### config.mk
export PLATFORM = sky130hd
export DESIGN_NAME = kypd_scan_debounce
export DESIGN_NICKNAME = d
export VERILOG_FILES = /design/src/rtl/kypd_scan_debounce.sv
export SDC_FILE = /design/constraint.sdc
export NUM_CORES = 1
export LEC_CHECK = 0
export CAP_MARGIN = 20
export CELL_PAD_IN_SITES_DETAIL_PLACEMENT = 1
export CELL_PAD_IN_SITES_GLOBAL_PLACEMENT = 2
export CORE_ASPECT_RATIO = 0.7
export CORE_MARGIN = 1
export CORE_UTILIZATION = 39
export DETAILED_ROUTE_END_ITERATION = 12
export PLACE_DENSITY_LB_ADDON = 0.1
export SYNTH_ARGS = -nofsm -noshare
export SYNTH_HDL_FRONTEND = slang
export SYNTH_SLANG_ARGS = --single-unit
export TNS_END_PERCENT = 50
### constraint.sdc
create_clock -name clk -period 3.3 [get_ports clk]
set_clock_uncertainty 0.1 [all_clocks]
set_input_delay 0.33 -clock clk [delete_from_list [all_inputs] [get_ports clk]]
set_output_delay 0.33 -clock clk [all_outputs]
set_load 0.05 [all_outputs]
### src/rtl/kypd_scan_debounce.sv
// -----------------------------------------------------------------------------
// kypd_scan_debounce
// Parametrised matrix-keypad scanner with frame-based debouncing.
// Drives one active-low column at a time, samples synchronised rows after a
// settle delay, and accepts a single key only after DEBOUNCE_FRAMES identical
// frames. Reports press/release pulses, a held level and multi-key frames.
//
// Optional feature macro: KYPD_REPEAT_EN
//   defined   : auto-repeat of a held key (key_valid + key_repeat pulses)
//   undefined : no repeat logic, key_repeat stays 0
//
// Ports:
//   clk          system clock
//   rst_n        asynchronous active-low reset
//   row_n        keypad rows, asynchronous, active low
//   col_n        keypad columns, one-hot-low while scanning
//   key_code     last accepted key index (row*N_COLS + col)
//   key_valid    one-cycle pulse: key accepted (or repeated)
//   key_release  one-cycle pulse: held key released
//   key_down     level: a key is currently held
//   key_repeat   qualifies key_valid as an auto-repeat event
//   multi_press  level: last frame saw more than one key
// -----------------------------------------------------------------------------
module kypd_scan_debounce #(
   parameter int unsigned N_ROWS          = 4,
   parameter int unsigned N_COLS          = 4,
   parameter int unsigned COL_CYCLES      = 100000,
   parameter int unsigned SETTLE_CYCLES   = 8,
   parameter int unsigned DEBOUNCE_FRAMES = 4,
`ifdef KYPD_REPEAT_EN
   parameter int unsigned REPEAT_DELAY_FRAMES = 125,
   parameter int unsigned REPEAT_RATE_FRAMES  = 25,
`endif
   localparam int unsigned NK = N_ROWS * N_COLS,
   localparam int unsigned KW = (NK > 1) ? $clog2(NK) : 1
) (
   input  logic              clk,
   input  logic              rst_n,
   input  logic [N_ROWS-1:0] row_n,
   output logic [N_COLS-1:0] col_n,
   output logic [KW-1:0]     key_code,
   output logic              key_valid,
   output logic              key_release,
   output logic              key_down,
   output logic              key_repeat,
   output logic              multi_press
);

   localparam int unsigned CW = (COL_CYCLES > 1) ? $clog2(COL_CYCLES) : 1;
   localparam int unsigned IW = (N_COLS > 1) ? $clog2(N_COLS) : 1;
   localparam int unsigned DW = $clog2(DEBOUNCE_FRAMES + 1);
`ifdef KYPD_REPEAT_EN
   localparam int unsigned RMAX = (REPEAT_DELAY_FRAMES > REPEAT_RATE_FRAMES) ?
                                  REPEAT_DELAY_FRAMES : REPEAT_RATE_FRAMES;
   localparam int unsigned RW = $clog2(RMAX + 1);
`endif

   typedef enum logic [1:0] {
      IDLE      = 2'd0,
      PRESS_DEB = 2'd1,
      HELD      = 2'd2,
      REL_DEB   = 2'd3
   } state_t;

   // ---------------------------------------------------------------------------
   // Row synchroniser (idle level is high)
   // ---------------------------------------------------------------------------
   logic [N_ROWS-1:0] row_meta;
   logic [N_ROWS-1:0] row_s;

   always_ff @(posedge clk or negedge rst_n) begin
      if (!rst_n) begin
         row_meta <= '1;
         row_s    <= '1;
      end else begin
         row_meta <= row_n;
         row_s    <= row_meta;
      end
   end

   // ---------------------------------------------------------------------------
   // Column sequencer and frame timing
   // ---------------------------------------------------------------------------
   logic          started;
   logic [CW-1:0] col_cnt;
   logic [IW-1:0] col_idx;
   logic          col_last_cyc_c;
   logic          col_wrap_c;
   logic          frame_end_c;
   logic          sample_c;
   logic [IW-1:0] col_idx_nxt_c;

   assign col_last_cyc_c = (col_cnt == CW'(COL_CYCLES - 1));
   assign col_wrap_c     = (col_idx == IW'(N_COLS - 1));
   assign frame_end_c    = started & col_last_cyc_c & col_wrap_c;
   assign sample_c       = started & (col_cnt == CW'(SETTLE_CYCLES));
   assign col_idx_nxt_c  = col_wrap_c ? '0 : col_idx + IW'(1);

   // Keys seen in the current column sample: count saturates at 2 (= "more than one")
   logic [1:0]    col_hits_c;
   logic [KW-1:0] col_key_c;

   always_comb begin
      col_hits_c = 2'd0;
      col_key_c  = '0;
      for (int unsigned r = 0; r < N_ROWS; r++) begin
         if (!row_s[r]) begin
            if (col_hits_c != 2'd2) col_hits_c = col_hits_c + 2'd1;
            col_key_c = KW'(r * N_COLS) + KW'(col_idx);
         end
      end
   end

   // Per-frame accumulation: frm_cnt encodes 0, 1 or 2 (= more than one)
   logic [1:0]    frm_cnt;
   logic [KW-1:0] frm_key;
   logic [2:0]    frm_sum_c;
   logic [1:0]    frm_sat_c;

   assign frm_sum_c = {1'b0, frm_cnt} + {1'b0, col_hits_c};
   assign frm_sat_c = (frm_sum_c >= 3'd2) ? 2'd2 : frm_sum_c[1:0];

   always_ff @(posedge clk or negedge rst_n) begin
      if (!rst_n) begin
         started <= 1'b0;
         col_cnt <= '0;
         col_idx <= '0;
         col_n   <= '1;
         frm_cnt <= 2'd0;
         frm_key <= '0;
      end else begin
         // First cycle out of reset starts column 0
         if (!started) begin
            started <= 1'b1;
            col_cnt <= '0;
            col_idx <= '0;
            col_n   <= ~(N_COLS'(1));
         end else if (col_last_cyc_c) begin
            col_cnt <= '0;
            col_idx <= col_idx_nxt_c;
            col_n   <= ~(N_COLS'(1) << col_idx_nxt_c);
         end else begin
            col_cnt <= col_cnt + CW'(1);
         end

         // Sampling never coincides with frame end since SETTLE < COL_CYCLES-1
         if (frame_end_c) begin
            frm_cnt <= 2'd0;
            frm_key <= '0;
         end else if (sample_c && (col_hits_c != 2'd0)) begin
            frm_cnt <= frm_sat_c;
            frm_key <= col_key_c;
         end
      end
   end

   // ---------------------------------------------------------------------------
   // Debounce FSM: advances only at frame end
   // ---------------------------------------------------------------------------
   state_t        state, state_d;
   logic [KW-1:0] cand, cand_d;
   logic [DW-1:0] deb_cnt, deb_cnt_d;
   logic [KW-1:0] key_code_d;
   logic          key_valid_d;
   logic          key_release_d;
   logic          key_down_d;
   logic          key_repeat_d;
   logic          multi_d;
   logic          do_accept_c;
   logic          do_release_c;
   logic          single_c;
   logic          cand_hit_c;
`ifdef KYPD_REPEAT_EN
   logic [RW-1:0] rpt_cnt, rpt_cnt_d;
`endif

   assign single_c   = (frm_cnt == 2'd1);
   assign cand_hit_c = single_c && (frm_key == cand);

   always_comb begin
      state_d       = state;
      cand_d        = cand;
      deb_cnt_d     = deb_cnt;
      key_code_d    = key_code;
      key_down_d    = key_down;
      multi_d       = multi_press;
      key_valid_d   = 1'b0;
      key_release_d = 1'b0;
      key_repeat_d  = 1'b0;
      do_accept_c   = 1'b0;
      do_release_c  = 1'b0;
`ifdef KYPD_REPEAT_EN
      rpt_cnt_d     = rpt_cnt;
`endif

      if (frame_end_c) begin
         multi_d = (frm_cnt == 2'd2);
         case (state)
            IDLE: begin
               if (single_c) begin
                  cand_d = frm_key;
                  if (DEBOUNCE_FRAMES == 1) begin
                     do_accept_c = 1'b1;
                  end else begin
                     deb_cnt_d = DW'(1);
                     state_d   = PRESS_DEB;
                  end
               end
            end
            PRESS_DEB: begin
               if (cand_hit_c) begin
                  if (deb_cnt + DW'(1) == DW'(DEBOUNCE_FRAMES)) do_accept_c = 1'b1;
                  else                                          deb_cnt_d   = deb_cnt + DW'(1);
               end else begin
                  deb_cnt_d = '0;
                  state_d   = IDLE;
               end
            end
            HELD: begin
               if (cand_hit_c) begin
`ifdef KYPD_REPEAT_EN
                  // Countdown to the next repeat; reloaded with the rate after each one
                  if (rpt_cnt <= RW'(1)) begin
                     key_valid_d  = 1'b1;
                     key_repeat_d = 1'b1;
                     rpt_cnt_d    = RW'(REPEAT_RATE_FRAMES);
                  end else begin
                     rpt_cnt_d = rpt_cnt - RW'(1);
                  end
`endif
               end else if (DEBOUNCE_FRAMES == 1) begin
                  do_release_c = 1'b1;
               end else begin
                  deb_cnt_d = DW'(1);
                  state_d   = REL_DEB;
               end
            end
            REL_DEB: begin
               // Returning to HELD keeps the repeat countdown where it was
               if (cand_hit_c) begin
                  deb_cnt_d = '0;
                  state_d   = HELD;
               end else if (deb_cnt + DW'(1) == DW'(DEBOUNCE_FRAMES)) begin
                  do_release_c = 1'b1;
               end else begin
                  deb_cnt_d = deb_cnt + DW'(1);
               end
            end
            default: state_d = IDLE;
         endcase
      end

      if (do_accept_c) begin
         key_code_d  = cand_d;
         key_valid_d = 1'b1;
         key_down_d  = 1'b1;
         deb_cnt_d   = '0;
         state_d     = HELD;
`ifdef KYPD_REPEAT_EN
         rpt_cnt_d   = RW'(REPEAT_DELAY_FRAMES);
`endif
      end

      if (do_release_c) begin
         key_release_d = 1'b1;
         key_down_d    = 1'b0;
         deb_cnt_d     = '0;
         state_d       = IDLE;
`ifdef KYPD_REPEAT_EN
         rpt_cnt_d     = '0;
`endif
      end
   end

   always_ff @(posedge clk or negedge rst_n) begin
      if (!rst_n) begin
         state       <= IDLE;
         cand        <= '0;
         deb_cnt     <= '0;
         key_code    <= '0;
         key_valid   <= 1'b0;
         key_release <= 1'b0;
         key_down    <= 1'b0;
         key_repeat  <= 1'b0;
         multi_press <= 1'b0;
`ifdef KYPD_REPEAT_EN
         rpt_cnt     <= '0;
`endif
      end else begin
         state       <= state_d;
         cand        <= cand_d;
         deb_cnt     <= deb_cnt_d;
         key_code    <= key_code_d;
         key_valid   <= key_valid_d;
         key_release <= key_release_d;
         key_down    <= key_down_d;
         key_repeat  <= key_repeat_d;
         multi_press <= multi_d;
`ifdef KYPD_REPEAT_EN
         rpt_cnt     <= rpt_cnt_d;
`endif
      end
   end

endmodule

==> flow_summary.json, run 1 <==
{
  "status": "finished clean",
  "ys_ff_latch": 55,
  "start_util": 0.418,
  "cp-start-kind": "register",
  "clock_path_buffers": 2,
  "hold_class": "register to register",
  "hold_slack_ns": 0.263,
  "place_hpwl_um": 4020,
  "tightest_slew_ns": 0.887,
  "ys_warn_count": 0,
  "grtUsageTotal": 0.175,
  "cts-resized-gates": 0,
  "core_area_um2": 6460,
  "layout_min_cycle_time_ns": 2.65,
  "netlist_area_um2": 2700,
  "root_buffer": "clkbuf_8",
  "rows": 24,
  "clock_latency_ns": 0.31,
  "yosysSeqAreaShare": 0.515,
  "numCtsBuffers": 5,
  "dr_total_vias": 1781,
  "grt_pass1_vias": 1877,
  "ant_nets": 0,
  "setup_slack_ns": 0.647,
  "gp_congestion": 0.724,
  "power_mw": 1.24,
  "slew_violations": 0,
  "clkTransAtPathRegs_ns": 0.11,
  "gr-total-overflow": 0,
  "critPathMaxFanout": 4,
  "grt_pass1_wl_um": 9510,
  "drt-total-wl_um": 5500,
  "grt_max_degree": 27,
  "dr_wl_met2_um": 2240,
  "synth_nets": 270,
  "setup_viol": 0,
  "final_nets": 291,
  "critPathMaxStageDelay_ns": 0.58,
  "yosysUniqueCellTypes": 47,
  "timing.fmax_mhz": 377,
  "min_period_over_period": 0.804,
  "synthFlopType": "dfrtp_1",
  "die_x_um": 101,
  "antenna_found_initial": 0,
  "top_layer_used": "met4",
  "ctsHoldBuffers": 1,
  "wire_per_inst_um": 15.2,
  "synth_edf_count": 0,
  "drc": 0,
  "critical_path.cell_chain": "inv_1 > ha_1 > mux2i_1 > ha_1 > nor2_1 > a21oi_1 > ha_1 > fa_1 > nor2_1 > nand2_1 > mux2i_1",
  "path_buf_inv": 1,
  "io_pins": 19,
  "wl_met3_um": 136,
  "synth_area_per_cell_um2": 10.9,
  "stdcell_count": 361,
  "dpl.cell_count": 352,
  "cap_violations": 0,
  "slowest_stage": "dfstp_2",
  "drtPass1Iterations": 4,
  "cts.sinks": 55,
  "area_delta_synth_final_pct": 14.5,
  "peakVddDrop_v": 0.000166,
  "met1_length_um": 3070,
  "synthArstFlopShare": 1.00,
  "layout_common_cells": "43 x dfrtp_1, 32 x nor2_1, 17 x nand2_1, 16 x clkdlybuf4s50_1",
  "viasPerCell": 4.93,
  "critPathRequiredTime_ns": 3.45,
  "drt_iter0_markers": 55,
  "cts_tree": "yes",
  "place_ws_ns": 0.696,
  "cts_setup_buffers": 0,
  "timing_hold_violations_final": 0,
  "synth_top_area_share": 0.398,
  "slew_headroom": 0.403,
  "arrival_ns": 2.80,
  "critPathTopFamily": "adder cells",
  "power_density_nw_per_um2": 401,
  "crit_top_cell": "ha_1",
  "synth.area.top_cells": "dfrtp_1 40%, dfstp_2 12%, ha_1 6.9%, xor2_1 4.5%, nor2_1 4.4%",
  "p_leak_nw": 1.38,
  "worstSetupPathType": "register to register",
  "cp-end-kind": "register",
  "h-tree-depth": 2,
  "antenna_cells": 0,
  "drive_above_1_share": 0.152,
  "rsz0062_at_grt": "no",
  "die_y_um": 71.6,
  "layout_commonest_cell": "dfrtp_1",
  "netlist_instances": 248,
  "finalSetupTns_ns": 0,
  "yosys.area.top_type": "dfrtp_1",
  "die_area_um2": 7270,
  "portBuffers": 17
}
==> logic make-up after synthesis <==
| family | count (synthesis) | synth area share |
|---|---|---|
| buffers and inverters | 23 | 0.0394 |
| AO/OA/AOI/OAI | 28 | 0.0690 |
| flip-flops | 55 | 0.515 |
| adder cells (fa/ha/maj) | 16 | 0.0769 |
| XOR/XNOR | 19 | 0.0616 |
| multiplexers | 16 | 0.0690 |
| AND/OR/NAND/NOR | 89 | 0.166 |
| other | 2 | 0.00278 |
==> cell usage after synthesis, drive strengths merged (4+ instances only) <==
| master | instances |
|---|---|
| dfrtp | 43 |
| nor2 | 32 |
| nand2 | 17 |
| ha | 15 |
| inv | 15 |
| xor2 | 14 |
| dfstp | 12 |
| nand3 | 11 |
| mux2 | 9 |
| a21oi | 7 |
| mux2i | 7 |
| o21ai | 7 |
| nand4 | 6 |
| and2 | 5 |
| xnor2 | 5 |
| buf | 4 |
| clkbuf | 4 |
==> worst register-to-register path, stage by stage, from the launching register on <==
cell and delay (ns):
dfstp_2 0.58, inv_1 0.06, ha_1 0.27, mux2i_1 0.22, ha_1 0.19, nor2_1 0.04, a21oi_1 0.18, ha_1 0.21
fa_1 0.41, nor2_1 0.15, nand2_1 0.07, mux2i_1 0.11
==> report_power, final <==
part	switching, mW	internal (mW)	leakage, nW
combinational	0.0434	0.0245	0.596
clock	0.240	0.231	0.0587
sequential	0.0111	0.689	0.722
total	0.295	0.944	1.38
==> layer usage <==
metal / global-route usage / vias up
met5: 0 / -
met4: 0.0531 / 0
met3: 0.0380 / 7
met2: 0.242 / 25
met1: 0.270 / 872
li1: - / 877
==> stage by stage <==
| stage | utilization | cell area, um^2 |
|---|---|---|
| 2_1_floorplan | - | 2700 |
| 3_3_place_gp | 0.459 | 2970 |
| 3_5_place_dp | 0.459 | 2970 |
| 4_1_cts | 0.479 | 3090 |
| 5_1_grt | 0.479 | 3090 |
| 6_report | 0.479 | 3090 |
==> area by class of cell <==
| type | instances | area, um^2 |
|---|---|---|
| fill | 727 | 3360 |
| sequential | 55 | 1390 |
| multi-input combinational | 170 | 1210 |
| timing repair buffer | 22 | 205 |
| tap | 91 | 114 |
| clock buffer | 5 | 68.8 |
| inverter | 15 | 56.3 |
| clock inverter | 3 | 47.5 |
==> flip-flops by register name, summed over array words and instances (netlist names) <==
signal	cells
cand	4
col_cnt	17
col_idx	2
col_n	4
deb_cnt	3
frm_cnt	2
frm_key	4
key_code	4
key_down	1
key_release	1
key_valid	1
multi_press	1
row_meta	4
row_s	4
started	1
state	2
==> path summary, 6_finish.rpt <==
kind / slack (ns) / cells after the start / from / endpoint
hold reg to reg: 0.26 / 0 / row_meta[2] / row_s[2]
hold / removal: 0.26 / 0 / row_meta[2] / row_s[2]
setup / recovery: 0.65 / 11 / row_s[1] / frm_cnt[0]
max in group asynchronous: 1.94 / 3 / rst_n / row_meta[2]
setup reg to reg: 0.65 / 11 / row_s[1] / frm_cnt[0]
min in group asynchronous: 0.46 / 2 / rst_n / col_idx[1]
Power figures use the tool's default switching activity.
==> run 2, diff against run 1 <==
CORE_UTILIZATION = 35   (was 39)
clock period = 2.2 ns   (was 3.3 ns; I/O delays follow)
==> run 2 against run 1 <==
Net effect: the run now ends with setup timing left; clock power is 46% higher; critical path depth stayed put; fmax is 6.4% higher; die area is 11% higher; total power is 53% higher; first-iteration DRC count is 38% lower; flip-flop and latch count stayed put; sequential power is 49% higher; setup slack worse by 0.94 ns; sequential share of layout area is 5.4 points lower; global-route usage is 1.6 points lower; via count is 8.9% higher; critical endpoint is now frm_cnt[1]; largest power group unchanged.
==> flow_summary.json, run 2 (synthesis gave the netlist of run 1 again) <==
{
  "status": "finished, violations left",
  "violations": "setup timing",
  "power_density_nw_per_um2": 538,
  "portBuffers": 17,
  "grt_pass1_wl_um": 9830,
  "wire_per_inst_um": 14.0,
  "power_mw": 1.89,
  "critical_path.cell_chain": "inv_2 > ha_4 > mux2i_2 > ha_2 > nor2_2 > a21oi_2 > ha_2 > fa_1 > nor2_2 > buf_4 > mux2i_1",
  "numCtsBuffers": 5,
  "critPathRequiredTime_ns": 2.30,
  "p_leak_nw": 1.59,
  "regMostFlops": "col_cnt",
  "layout_commonest_cell": "buf_4",
  "die_y_um": 75.5,
  "slew_headroom": 0.661,
  "gp_congestion": 0.721,
  "clkTransAtPathRegs_ns": 0.10,
  "hold_slack_ns": 0.200,
  "dpl.cell_count": 400,
  "cp-end-kind": "register",
  "die_area_um2": 8080,
  "timing.fmax_mhz": 401,
  "timing_hold_violations_final": 0,
  "viasPerCell": 4.71,
  "place_ws_ns": -0.371,
  "n_fill_cell": 812,
  "layout_common_cells": "46 x buf_4, 43 x dfrtp_1, 29 x nor2_1, 17 x nand2_1, 16 x clkdlybuf4s50_1",
  "critPathMaxStageDelay_ns": 0.56,
  "final_nets": 335,
  "stdcell_count": 412,
  "drtPass1Iterations": 4,
  "cap_violations": 0,
  "core_area_um2": 7380,
  "drive_above_1_share": 0.322,
  "tightest_slew_ns": 0.507,
  "setup_slack_ns": -0.293,
  "rows": 26,
  "dr_total_vias": 1939,
  "die_x_um": 107,
  "hold_path_startpoint": "row_n[1]",
  "ant_nets": 0,
  "multi_input_area_um2": 1280,
  "cts.sinks": 55,
  "r2r_setup_slack_ns": -0.29,
  "grt_pass1_vias": 1924,
  "grt_max_degree": 36,
  "io_pins": 19,
  "min_period_over_period": 1.13,
  "antenna_found_initial": 0,
  "clock_latency_ns": 0.31,
  "area_delta_synth_final_pct": 30.0,
  "slowest_stage": "dfstp_2",
  "drc": 0,
  "rr_startpoint": "row_s[0]",
  "finalSetupTns_ns": -0.965,
  "drt-total-wl_um": 5780,
  "clock_path_buffers": 2,
  "worstHoldEndpoint": "row_meta[1]",
  "arrival_ns": 2.59,
  "rr_worst_depth": 11,
  "place_hpwl_um": 4290,
  "gr-total-overflow": 0,
  "critPathMaxFanout": 2,
  "hold_class": "input port to register",
  "peakVddDrop_v": 0.000304,
  "rsz0062_at_grt": "yes",
  "regArea_um2": 1390,
  "whs_path_depth": 1,
  "largest_reg_flops": 17,
  "worstSetupPathType": "register to register",
  "setup_viol": 6,
  "critPathTopFamily": "adder cells",
  "cts_tree": "yes",
  "reg2reg_to": "frm_cnt[1]",
  "start_util": 0.366,
  "antenna_cells": 0,
  "layout_min_cycle_time_ns": 2.49,
  "root_buffer": "clkbuf_8",
  "path_buf_inv": 2,
  "drt_iter0_markers": 34,
  "cp-start-kind": "register",
  "h-tree-depth": 2,
  "grtUsageTotal": 0.159,
  "slew_violations": 0
}
## run 2: final cells by class
type                            instances  area share
Timing Repair Buffer                   66       0.157
Sequential cell                        55       0.396
Inverter                               15      0.0160
Clock inverter                          3      0.0125
Multi-Input combinational cell        170       0.364
Clock buffer                            5      0.0196
Tap cell                               98      0.0349
## run 2: repair_timing
item                                   CTS  global route
buffers inserted                         1             2
hold buffers                             1             0
setup endpoints to repair               10            12
pin swaps                                8             6
gates resized for setup                 12             6
endpoints found under the hold margin   16             0
## run 2: worst register-to-register path: stages, from the launching register on
cell and delay [ns]:
dfstp_2 0.56, inv_2 0.05, ha_4 0.22, mux2i_2 0.17, ha_2 0.20, nor2_2 0.04
a21oi_2 0.13, ha_2 0.19, fa_1 0.41, nor2_2 0.13, buf_4 0.12, mux2i_1 0.06
## run 2: worst max path at each step
stage	start	end	slack [ns]	cells past startpoint
final	row_s[0]	frm_cnt[1]	-0.29	11
after global routing	row_s[0]	frm_cnt[0]	-0.43	11
after CTS	row_s[1]	frm_cnt[0]	-0.24	11
after detailed placement	row_s[0]	frm_cnt[0]	-0.37	11
after global placement	row_s[0]	frm_cnt[0]	-0.29	11
after floorplan	row_s[0]	frm_cnt[0]	-0.21	11
## run 2: per-stage QoR
| step | utilization | area (um^2) |
|---|---|---|
| global route | 0.476 | 3510 |
| detailed placement | 0.448 | 3310 |
| finish | 0.476 | 3510 |
| floorplan | - | 2710 |
| CTS | 0.471 | 3480 |
| global placement | 0.448 | 3310 |
## run 2: per-layer routing
metal,routed length [um],track usage,vias up
met1,3190,0.239,956
met5,0,0,-
li1,-,-,961
met3,130,0.0334,5
met4,51,0.0411,0
met2,2410,0.232,17
## run 2: where the power goes
group          internal [mW]  total [mW]  switching, mW
Sequential              1.03        1.04         0.0116
Clock                  0.340       0.688          0.349
Combinational         0.0759       0.157         0.0815
